==> config.mk <==
export PLATFORM = sky130hd
export DESIGN_NAME = prco_pipe_ctrl
export DESIGN_NICKNAME = d
export VERILOG_FILES = /design/src/rtl/prco_pipe_ctrl.sv
export SDC_FILE = /design/constraint.sdc
export NUM_CORES = 1
export LEC_CHECK = 0
export BUFFER_PORTS_ARGS = -buffer_cell sky130_fd_sc_hd__buf_2
export CORE_AREA = 4 4 78 58
export DETAILED_ROUTE_END_ITERATION = 7
export DIE_AREA = 0 0 82 62
export GPL_TIMING_DRIVEN = 0
export PLACE_DENSITY = 0.65
export REMOVE_ABC_BUFFERS = 1
export SETUP_SLACK_MARGIN = 0.3
export SYNTH_ARGS = -nofsm -noshare
export SYNTH_HDL_FRONTEND = slang
export SYNTH_SLANG_ARGS = --single-unit
==> constraint.sdc <==
create_clock -name i_clk -period 4.78 [get_ports i_clk]
set_clock_uncertainty 0.1 [all_clocks]
set_input_delay 0 -clock i_clk [delete_from_list [all_inputs] [get_ports i_clk]]
set_output_delay 0 -clock i_clk [all_outputs]
set_load 0.01 [all_outputs]
==> src/rtl/prco_pipe_ctrl.sv <==
`default_nettype none
// ============================================================================
//  Module      : prco_pipe_ctrl
//  Description : Multi-cycle sequencer for the PRCO core. Steps each
//                instruction through FETCH/DECODE/EXEC/MEM/WB and drives the
//                stage enables, the PC advance/load strobes and the halted and
//                bus-error flags. Optional single-step mode is enabled by
//                defining PRCO_SINGLE_STEP_EN, which adds input i_step.
//  Revision    : 1.0  initial release
// ============================================================================
module prco_pipe_ctrl #(
  parameter int RAM_TIMEOUT = 16,
  parameter int CNT_W       = 16
) (
  input  logic             i_clk,
  input  logic             i_reset,
  input  logic             i_en,
`ifdef PRCO_SINGLE_STEP_EN
  input  logic             i_step,
`endif
  input  logic             i_fetch_valid,
  input  logic             i_dec_ce,
  input  logic             i_dec_fetch,
  input  logic             i_dec_reg_we,
  input  logic             i_dec_req_ram,
  input  logic             i_dec_req_ram_we,
  input  logic             i_dec_uart,
  input  logic             i_dec_halt,
  input  logic             i_jmp_taken,
  input  logic             i_ram_ack,
  input  logic             i_uart_busy,
  output logic             q_fetch_ce,
  output logic             q_dec_ce,
  output logic             q_alu_ce,
  output logic             q_mem_ce,
  output logic             q_mem_we,
  output logic             q_wb_ce,
  output logic             q_uart_we,
  output logic             q_pc_inc,
  output logic             q_pc_load,
  output logic             q_halted,
  output logic             q_bus_err,
  output logic [2:0]       q_state,
  output logic [CNT_W-1:0] q_retired
);

  typedef enum logic [2:0] {
    S_IDLE   = 3'd0,
    S_FETCH  = 3'd1,
    S_DECODE = 3'd2,
    S_EXEC   = 3'd3,
    S_MEM    = 3'd4,
    S_WB     = 3'd5,
    S_HALT   = 3'd6
  } state_t;

  // Counter only needs to reach RAM_TIMEOUT-1; +1 keeps width >= 1 for RAM_TIMEOUT=1.
  localparam int            TW       = $clog2(RAM_TIMEOUT + 1);
  localparam logic [TW-1:0] TMO_LAST = TW'(RAM_TIMEOUT - 1);

  state_t           state_q, state_d;
  logic             first_q, first_d;      // first cycle spent in current state
  logic             reg_we_q, reg_we_d;
  logic             req_ram_q, req_ram_d;
  logic             req_ram_we_q, req_ram_we_d;
  logic             uart_q, uart_d;
  logic             jmp_q, jmp_d;
  logic [TW-1:0]    tmo_q, tmo_d;
  logic             bus_err_q, bus_err_d;
  logic [CNT_W-1:0] retired_q, retired_d;
  logic             retire;
  logic             retire_jmp;
`ifdef PRCO_SINGLE_STEP_EN
  logic             armed_q, armed_d;      // a step pulse was accepted in IDLE
`endif

  // State and latched-flag registers, cleared asynchronously.
  always_ff @(posedge i_clk or posedge i_reset) begin
    if (i_reset) begin
      state_q      <= S_IDLE;
      first_q      <= 1'b1;
      reg_we_q     <= 1'b0;
      req_ram_q    <= 1'b0;
      req_ram_we_q <= 1'b0;
      uart_q       <= 1'b0;
      jmp_q        <= 1'b0;
      tmo_q        <= '0;
      bus_err_q    <= 1'b0;
      retired_q    <= '0;
`ifdef PRCO_SINGLE_STEP_EN
      armed_q      <= 1'b0;
`endif
    end else begin
      state_q      <= state_d;
      first_q      <= first_d;
      reg_we_q     <= reg_we_d;
      req_ram_q    <= req_ram_d;
      req_ram_we_q <= req_ram_we_d;
      uart_q       <= uart_d;
      jmp_q        <= jmp_d;
      tmo_q        <= tmo_d;
      bus_err_q    <= bus_err_d;
      retired_q    <= retired_d;
`ifdef PRCO_SINGLE_STEP_EN
      armed_q      <= armed_d;
`endif
    end
  end

  // Next-state and strobe decode; strobes are combinational so a reset
  // drops them immediately, mid-access included.
  always_comb begin
    state_d      = state_q;
    reg_we_d     = reg_we_q;
    req_ram_d    = req_ram_q;
    req_ram_we_d = req_ram_we_q;
    uart_d       = uart_q;
    jmp_d        = jmp_q;
    tmo_d        = '0;
    bus_err_d    = bus_err_q;
    retired_d    = retired_q;
    retire       = 1'b0;
    retire_jmp   = 1'b0;
`ifdef PRCO_SINGLE_STEP_EN
    armed_d      = armed_q;
`endif
    q_fetch_ce   = 1'b0;
    q_dec_ce     = 1'b0;
    q_alu_ce     = 1'b0;
    q_mem_ce     = 1'b0;
    q_mem_we     = 1'b0;
    q_wb_ce      = 1'b0;
    q_uart_we    = 1'b0;
    q_pc_inc     = 1'b0;
    q_pc_load    = 1'b0;
    q_halted     = 1'b0;

    case (state_q)
      S_IDLE: begin
`ifdef PRCO_SINGLE_STEP_EN
        if (i_en && i_step) begin
          armed_d = 1'b1;
          state_d = S_FETCH;
        end
`else
        if (i_en) state_d = S_FETCH;
`endif
      end
      S_FETCH: begin
        if (first_q) begin
`ifdef PRCO_SINGLE_STEP_EN
          if (!i_en || !armed_q) begin
            state_d = S_IDLE;
          end else begin
            q_fetch_ce = 1'b1;
            armed_d    = 1'b0;
          end
`else
          if (!i_en) state_d = S_IDLE;
          else       q_fetch_ce = 1'b1;
`endif
        end else if (i_fetch_valid) begin
          state_d = S_DECODE;
        end
      end
      S_DECODE: begin
        if (first_q) begin
          q_dec_ce = 1'b1;
        end else if (i_dec_halt) begin
          state_d = S_HALT;
        end else if (i_dec_fetch) begin
          retire = 1'b1;
        end else if (i_dec_ce) begin
          reg_we_d     = i_dec_reg_we;
          req_ram_d    = i_dec_req_ram;
          req_ram_we_d = i_dec_req_ram_we;
          uart_d       = i_dec_uart;
          jmp_d        = 1'b0;
          state_d      = S_EXEC;
        end
      end
      S_EXEC: begin
        q_alu_ce = first_q;
        // Branch outcome may arrive in any EXEC cycle; keep it once seen.
        jmp_d    = jmp_q | i_jmp_taken;
        if (!(uart_q && i_uart_busy)) begin
          q_uart_we = uart_q;
          if (req_ram_q)     state_d = S_MEM;
          else if (reg_we_q) state_d = S_WB;
          else begin
            retire     = 1'b1;
            retire_jmp = jmp_q | i_jmp_taken;
          end
        end
      end
      S_MEM: begin
        q_mem_ce = 1'b1;
        q_mem_we = req_ram_we_q;
        if (i_ram_ack) begin
          if (reg_we_q) state_d = S_WB;
          else begin
            retire     = 1'b1;
            retire_jmp = jmp_q;
          end
        end else if (tmo_q == TMO_LAST) begin
          bus_err_d = 1'b1;
          state_d   = S_HALT;
        end else begin
          tmo_d = tmo_q + 1'b1;
        end
      end
      S_WB: begin
        q_wb_ce    = 1'b1;
        retire     = 1'b1;
        retire_jmp = jmp_q;
      end
      S_HALT: begin
        q_halted = 1'b1;
      end
      default: begin
        state_d = S_HALT;
      end
    endcase

    // Retire: exactly one PC strobe, count the instruction, refetch.
    if (retire) begin
      state_d   = S_FETCH;
      q_pc_load = retire_jmp;
      q_pc_inc  = !retire_jmp;
      retired_d = retired_q + 1'b1;
    end

    first_d = (state_d != state_q);
  end

  assign q_bus_err = bus_err_q;
  assign q_state   = state_q;
  assign q_retired = retired_q;

endmodule
`default_nettype wire
Word level (Yosys, flattened, before mapping)
Index checks and enable logic that the tools add are counted.
{ "classes": {"bitwise": 5, "n_mul": 0, "reduce_logical": 8, "n_eq_ne": 12, "n_div": 0, "n_mux": 51, "n_lt_le_gt_ge": 0, "shifts": 0, "n_addsub": 2} }
{ "ops": {"columns": ["operator", "n"], "rows": [
  ["$mux W3", 14],
  ["$mux W1", 30],
  ["$pmux W3 S6", 1],
  ["$add A16 B1 Y16 const B", 1],
  ["$mux W5", 3],
  ["$reduce_and A5 Y1", 2],
  ["$eq A3 B3 Y1 const B", 3],
  ["$ne A2 B2 Y1 const B", 4],
  ["$eq A3 B2 Y1 const B", 2],
  ["$add A5 B1 Y5 const B", 1],
  ["$eq A5 B4 Y1 const B", 1],
  ["$not A1 Y1", 4],
  ["$pmux W1 S4", 1],
  ["$eq A3 B1 Y1 const B", 1],
  ["$logic_not A3 Y1", 1],
  ["$ne A3 B3 Y1", 1],
  ["$pmux W1 S3", 1],
  ["$reduce_and A3 Y1", 1],
  ["$pmux W1 S2", 1],
  ["$reduce_bool A2 Y1", 1],
  ["$reduce_or A2 Y1", 1],
  ["$logic_and A1 B1 Y1", 1],
  ["$logic_not A1 Y1", 1],
  ["$or A1 B1 Y1", 1]
]} }
{ "totals": {"mem_count": 0, "wordCells": 88, "ramBits": 0, "latch_bits": 0, "rom_bits": 0, "input_bits": 14, "ff_bits": 31, "output_inout_bits": 30} }

Depth between registers and ports, before layout
{ "depth": {"depth_word": 7, "mapped_depth": 7, "ltp_nobuf": 5} }

Worst setup path before layout
No wires, ideal clock.
{ "synth_timing": {"kind": "reg2reg", "start": "register state_q[1], in the netlist q_state[1]", "end": "register first_q", "path_slack_ps": 2939, "arrival_ps": 1656, "setup_ps": 86, "path_stages_with_launch": 7, "n_path_buf": 1, "synth_period_minus_slack_ps": 1841, "t_required_ps": 4594, "path_cell_list": "dfrtp_1 > buf_6 > nor2b_1 > nand4_2 > nand3_4 > a311o_1 > a2111o_1"} }
{ "synth_between": {"word_cells_on_any_way": 25, "cone_classes": "eq/ne (7); mux (16); reduce/logical (2)"} }
{ "synth_lines": {"columns": ["item", "line_no", "rtl"], "rows": [
  ["start: declaration", "61", "state_t state_q, state_d;"],
  ["start signal: assignment", "94", "state_q <= state_d;"],
  ["$eq A3 B3 Y1", "138", "case (state_q)"],
  ["$reduce_or A2 Y1 (no line)", null, null],
  ["$pmux W3 S6", "138", null],
  ["$mux W3 (*)", "226", "if (retire) begin"],
  ["net state_d[0]", "61", null],
  ["$ne A3 B3 Y1 (*)", "233", "first_d = (state_d != state_q);"],
  ["net first_d", "62", "logic first_q, first_d;"],
  ["end signal: assignment", "95", "first_q <= first_d;"],
  ["end: declaration", "62", null]
]} }
The timed path passes the listed nets; every way through them passes the cells marked *.
A chain may end at the register's enable or synchronous reset.

Worst setup path in the final report
{ "layout_timing": {"start": "register state_q[0], in the netlist q_state[0]", "end": "register first_q"} }
{ "layout_between": {"elab_chain_len": 7, "word_cells_on_any_way": 25, "cone_classes": "eq/ne (7); mux (16); reduce/logical (2)"} }
{ "layout_rtl": {"columns": ["item", "line_no", "rtl"], "rows": [
  ["$mux W3", "173", "end else if (i_dec_ce) begin"],
  ["$mux W3", "171", "end else if (i_dec_fetch) begin"],
  ["$mux W3", "169", "end else if (i_dec_halt) begin"],
  ["$mux W3", "167", "if (first_q) begin"],
  ["$pmux W3 S6", "138", null],
  ["$mux W3 (*)", "226", null],
  ["net state_d[0]", "61", null],
  ["$ne A3 B3 Y1 (*)", "233", null],
  ["net first_d", "62", null]
]} }
Marked as above.

==> results by group <==
STA
  • Fin. Hold Viols: 0
  • Setup TNS: 0 ns
  • Final setup vio count: 0
  • Min Tclk post-route: about 2.3 ns
  • RSZ-0062 raised after global routing: false
  • WHS: 0.0231 ns
  • Worst relative slew slack: between 20% and 30%
  • Max-slew violations: 0
  • Max Fclk: approximately 440 MHz
  • Slew @ Worst Pin: 1.16 ns
  • Period utilisation layout: 47.1%

Worst setup path
  • CP Max Fanout: 19
  • R2R depth: 5
  • Crit path DAT: between 2 and 2.5 ns
  • Ordered cell list for the critical path: inv_1 > a21o_2 > nand3_4 > a311o_1 > a2111o_1
  • Crit path max-delay cell type: dfrtp_1
  • Crit-path max cell delay: 0.59 ns
  • Worst r2r dst: first_q
  • Worst path required time: 4.88 ns
  • Worst setup SP type: flip-flop
  • CP Capture Type: flip-flop
  • Worst reg2reg path startpoint: q_state[0]
  • R2R Setup Slk: 2.53 ns
  • Critical path class: flip-flop to flip-flop

Clocking
  • Post CTS Setup Buffer Count: 0
  • TritonCTS buffer count: 5
  • Post_cts resized: 0
  • Clk root buf: clkbuf_8
  • Clk_lat worst skew: 0.28 ns
  • Clk sinks: 31
  • CTS tree: built
  • Deepest clock path buffer count: 2
  • H-tree Lvls: 2
  • Clock transition at path regs: about 0.070 ns

Pwr
  • VDD IR max: 0.183 mV
  • Power Dens Cells: 465 nW/um2
  • Part of the power in registers: between 40 and 50%
  • Static Leak: between 1 and 1.5 nW
  • Switching power: 367 uW
  • Sw frac: 38.3%
  • Comb pwr share: a little over a third
  • Pint: 590 uW
  • Clock Power Share: between 20% and 30%

Synthesis
  • Multiplexer share of the synthesized area: 3.43%
  • Area contributors post-synth: dfrtp_1, xnor2_1, and3_1
  • Post-synthesis cell area: 1640 um2
  • Largest family of logic cells by synthesized area: simple AND/OR/NAND/NOR gates
  • Synth top area share: a little under half
  • Post-synthesis cell type count: 45
  • XOR/XNOR share of the synthesized area: 9.07%
  • Synth area leader: dfrtp_1
  • Number of synthesis warnings: 0
  • Simple-Gate Fraction of Synth Area: around 27%
  • Post-synthesis adder-cell area fraction: 1.52%
  • Synthesized instance count: ~160
  • Syn avg cell area: 10.6 um2
  • Register area share after synthesis: 47.3%
  • Asr flop ratio synth: 100%
  • Yosys reg bits: 31
  • Top FF cell, synth: dfrtp_1
  • Number of flops mapped to enable cells by yosys: 0
  • Post-synthesis compound-gate area fraction: 8.08%

Floorplanning
  • Num rows: 19
  • Initial core utilization: 43.2%
  • Die ar.: around 5100 um2
  • CORE AREA: about 3800 um2
  • DIE WIDTH: between 80 and 90 um
  • Vert. Die Dim: 62 um
  • I/O pin cnt: 44

GRT
  • Vias in the first global route: 1375
  • Initial antenna violation count: 0
  • Largest net degree at the start of global routing: 32
  • Tot GR Track Use: 16.4%
  • Total gr overflow: 0
  • Global-route wire length before repair: 6180 um

Worst hold path
  • Hold_sp: i_dec_fetch
  • Hold Crit Depth: 5
  • Hold Path Sink: jmp_q
  • Worst hold path class: input port to flip-flop

Routing
  • Vias/cell: 5.26
  • Total wire length: 3820 um
  • Via count: 1378
  • Number of remaining DRC errors: 0
  • Post-DRT Antenna Nets: 0
  • WL per Instance: around 15 um
  • Initial DRC count: 104
  • 1st-pass router iterations: 4

Outcome
  • Outcome: finished, final reports clean

Job
  • Max Cap Viol: 0

Placed design
  • Post-DP Area: 1880 um2
  • IO Port Bufs: 43
  • Dpl cells: 246
  • HPWL Detailed: 2780 um
  • RD Place Congestion: ~0.9

Finish
  • Layout cells sized above 1: 31.4%
  • Nets: 225
  • Area delta synth->final: 25.2%
  • Post-route cell area: ~2100 um2
  • Non-Filler Instances: around 260
  • Diodes inserted: 0
==> cell families after synthesis <==
logic type | Yosys count
AOI/OAI and AO/OA | 19
adders and majority gates | 2
and+or+nand+nor | 71
xor gates and xnor gates | 17
DFF | 31
muxes | 5
buffers and inverters | 10
==> critical path, delay by kind of cell (launching register included) <==
family	cells	cell delay (ns)
buf+inv	1	0.26
simple gates	1	0.21
flops	1	0.59
compound gates	3	1.00
==> how the worst max path moves through the flow <==
stage          startpoint  endpoint  slack, ns  cells past startpoint
2_1_floorplan  q_state[0]   first_q       2.82                      5
3_3_place_gp   q_state[0]   first_q       2.59                      5
3_5_place_dp   q_state[0]   first_q       2.56                      5
4_1_cts        q_state[0]   first_q       2.54                      5
5_1_grt        q_state[0]   first_q       2.38                      5
6_report       q_state[0]   first_q       2.53                      5
==> stage by stage <==
step	worst slack (ns)	utilization, %	power [mW]
finish	2.53	54.0	0.956
global route	2.38	54.0	1.02
detailed placement	2.56	49.5	0.742
global placement	2.59	49.5	0.729
CTS	2.54	54.0	0.963
floorplan	2.82	-	0.622
==> flip-flops by register name (all words and copies together) (netlist names) <==
signal / count
q_bus_err: 1
q_retired: 16
uart_q: 1
q_state: 3
tmo_q: 5
req_ram_q: 1
first_q: 1
jmp_q: 1
reg_we_q: 1
req_ram_we_q: 1
==> layer usage <==
layer  GRT usage [%]  routed length, um  vias to the layer above  share of wire (%)
li1                -                  -                      659                  -
met3            4.61                237                        7                6.2
met4            7.82                 59                        0                1.5
met2            27.2               1780                       39                 47
met5               0                  0                        -                  0
met1            20.1               1750                      673                 46
==> cell usage after synthesis (all sizes together), types with 4 or more instances <==
library cell	n
nor2	13
nand3	9
xnor2	14
nand4	8
buf	4
dfrtp	30
and2	6
inv	6
mux2	5
nand2	7
and3	13
o21ai	4
a21oi	4
==> power by group through the flow <==
| stage | registers (mW) | clock network (mW) | logic (mW) |
|---|---|---|---|
| floorplan | 0.405 | 0 | 0.218 |
| detailed placement | 0.413 | 0 | 0.330 |
| global route | 0.421 | 0.231 | 0.372 |
| finish | 0.411 | 0.211 | 0.335 |
| CTS | 0.408 | 0.219 | 0.336 |
| global placement | 0.408 | 0 | 0.321 |
==> what timing repair did <==
action | in CTS | in global routing
setup endpoints to repair | 0 | 0
endpoints found under the hold margin | 39 | 0
hold buffers | 8 | 0
==> final cells by class <==
class	count	area, um2
clock inverter	1	5.00
tap	52	65.1
fill	358	1750
timing repair buffer	51	295
multi-input combinational	114	805
sequential	31	777
inverter	6	22.5
clock buffer	7	86.3
==> cells in the final DEF, fill, tap and decap left out, drive strengths merged, types with 2 or more instances in the layout <==
master        n
a21oi         4
a31oi         2
and2          6
and3         13
buf          43
clkbuf        7
dfrtp        30
dlygate4sd3   8
ha            2
inv           6
mux2          5
nand2         7
nand2b        2
nand3         9
nand4         8
nor2         13
nor3          2
nor3b         3
o21ai         4
o21bai        2
xnor2        14
xor2          3
Power figures use the tool's default switching activity.
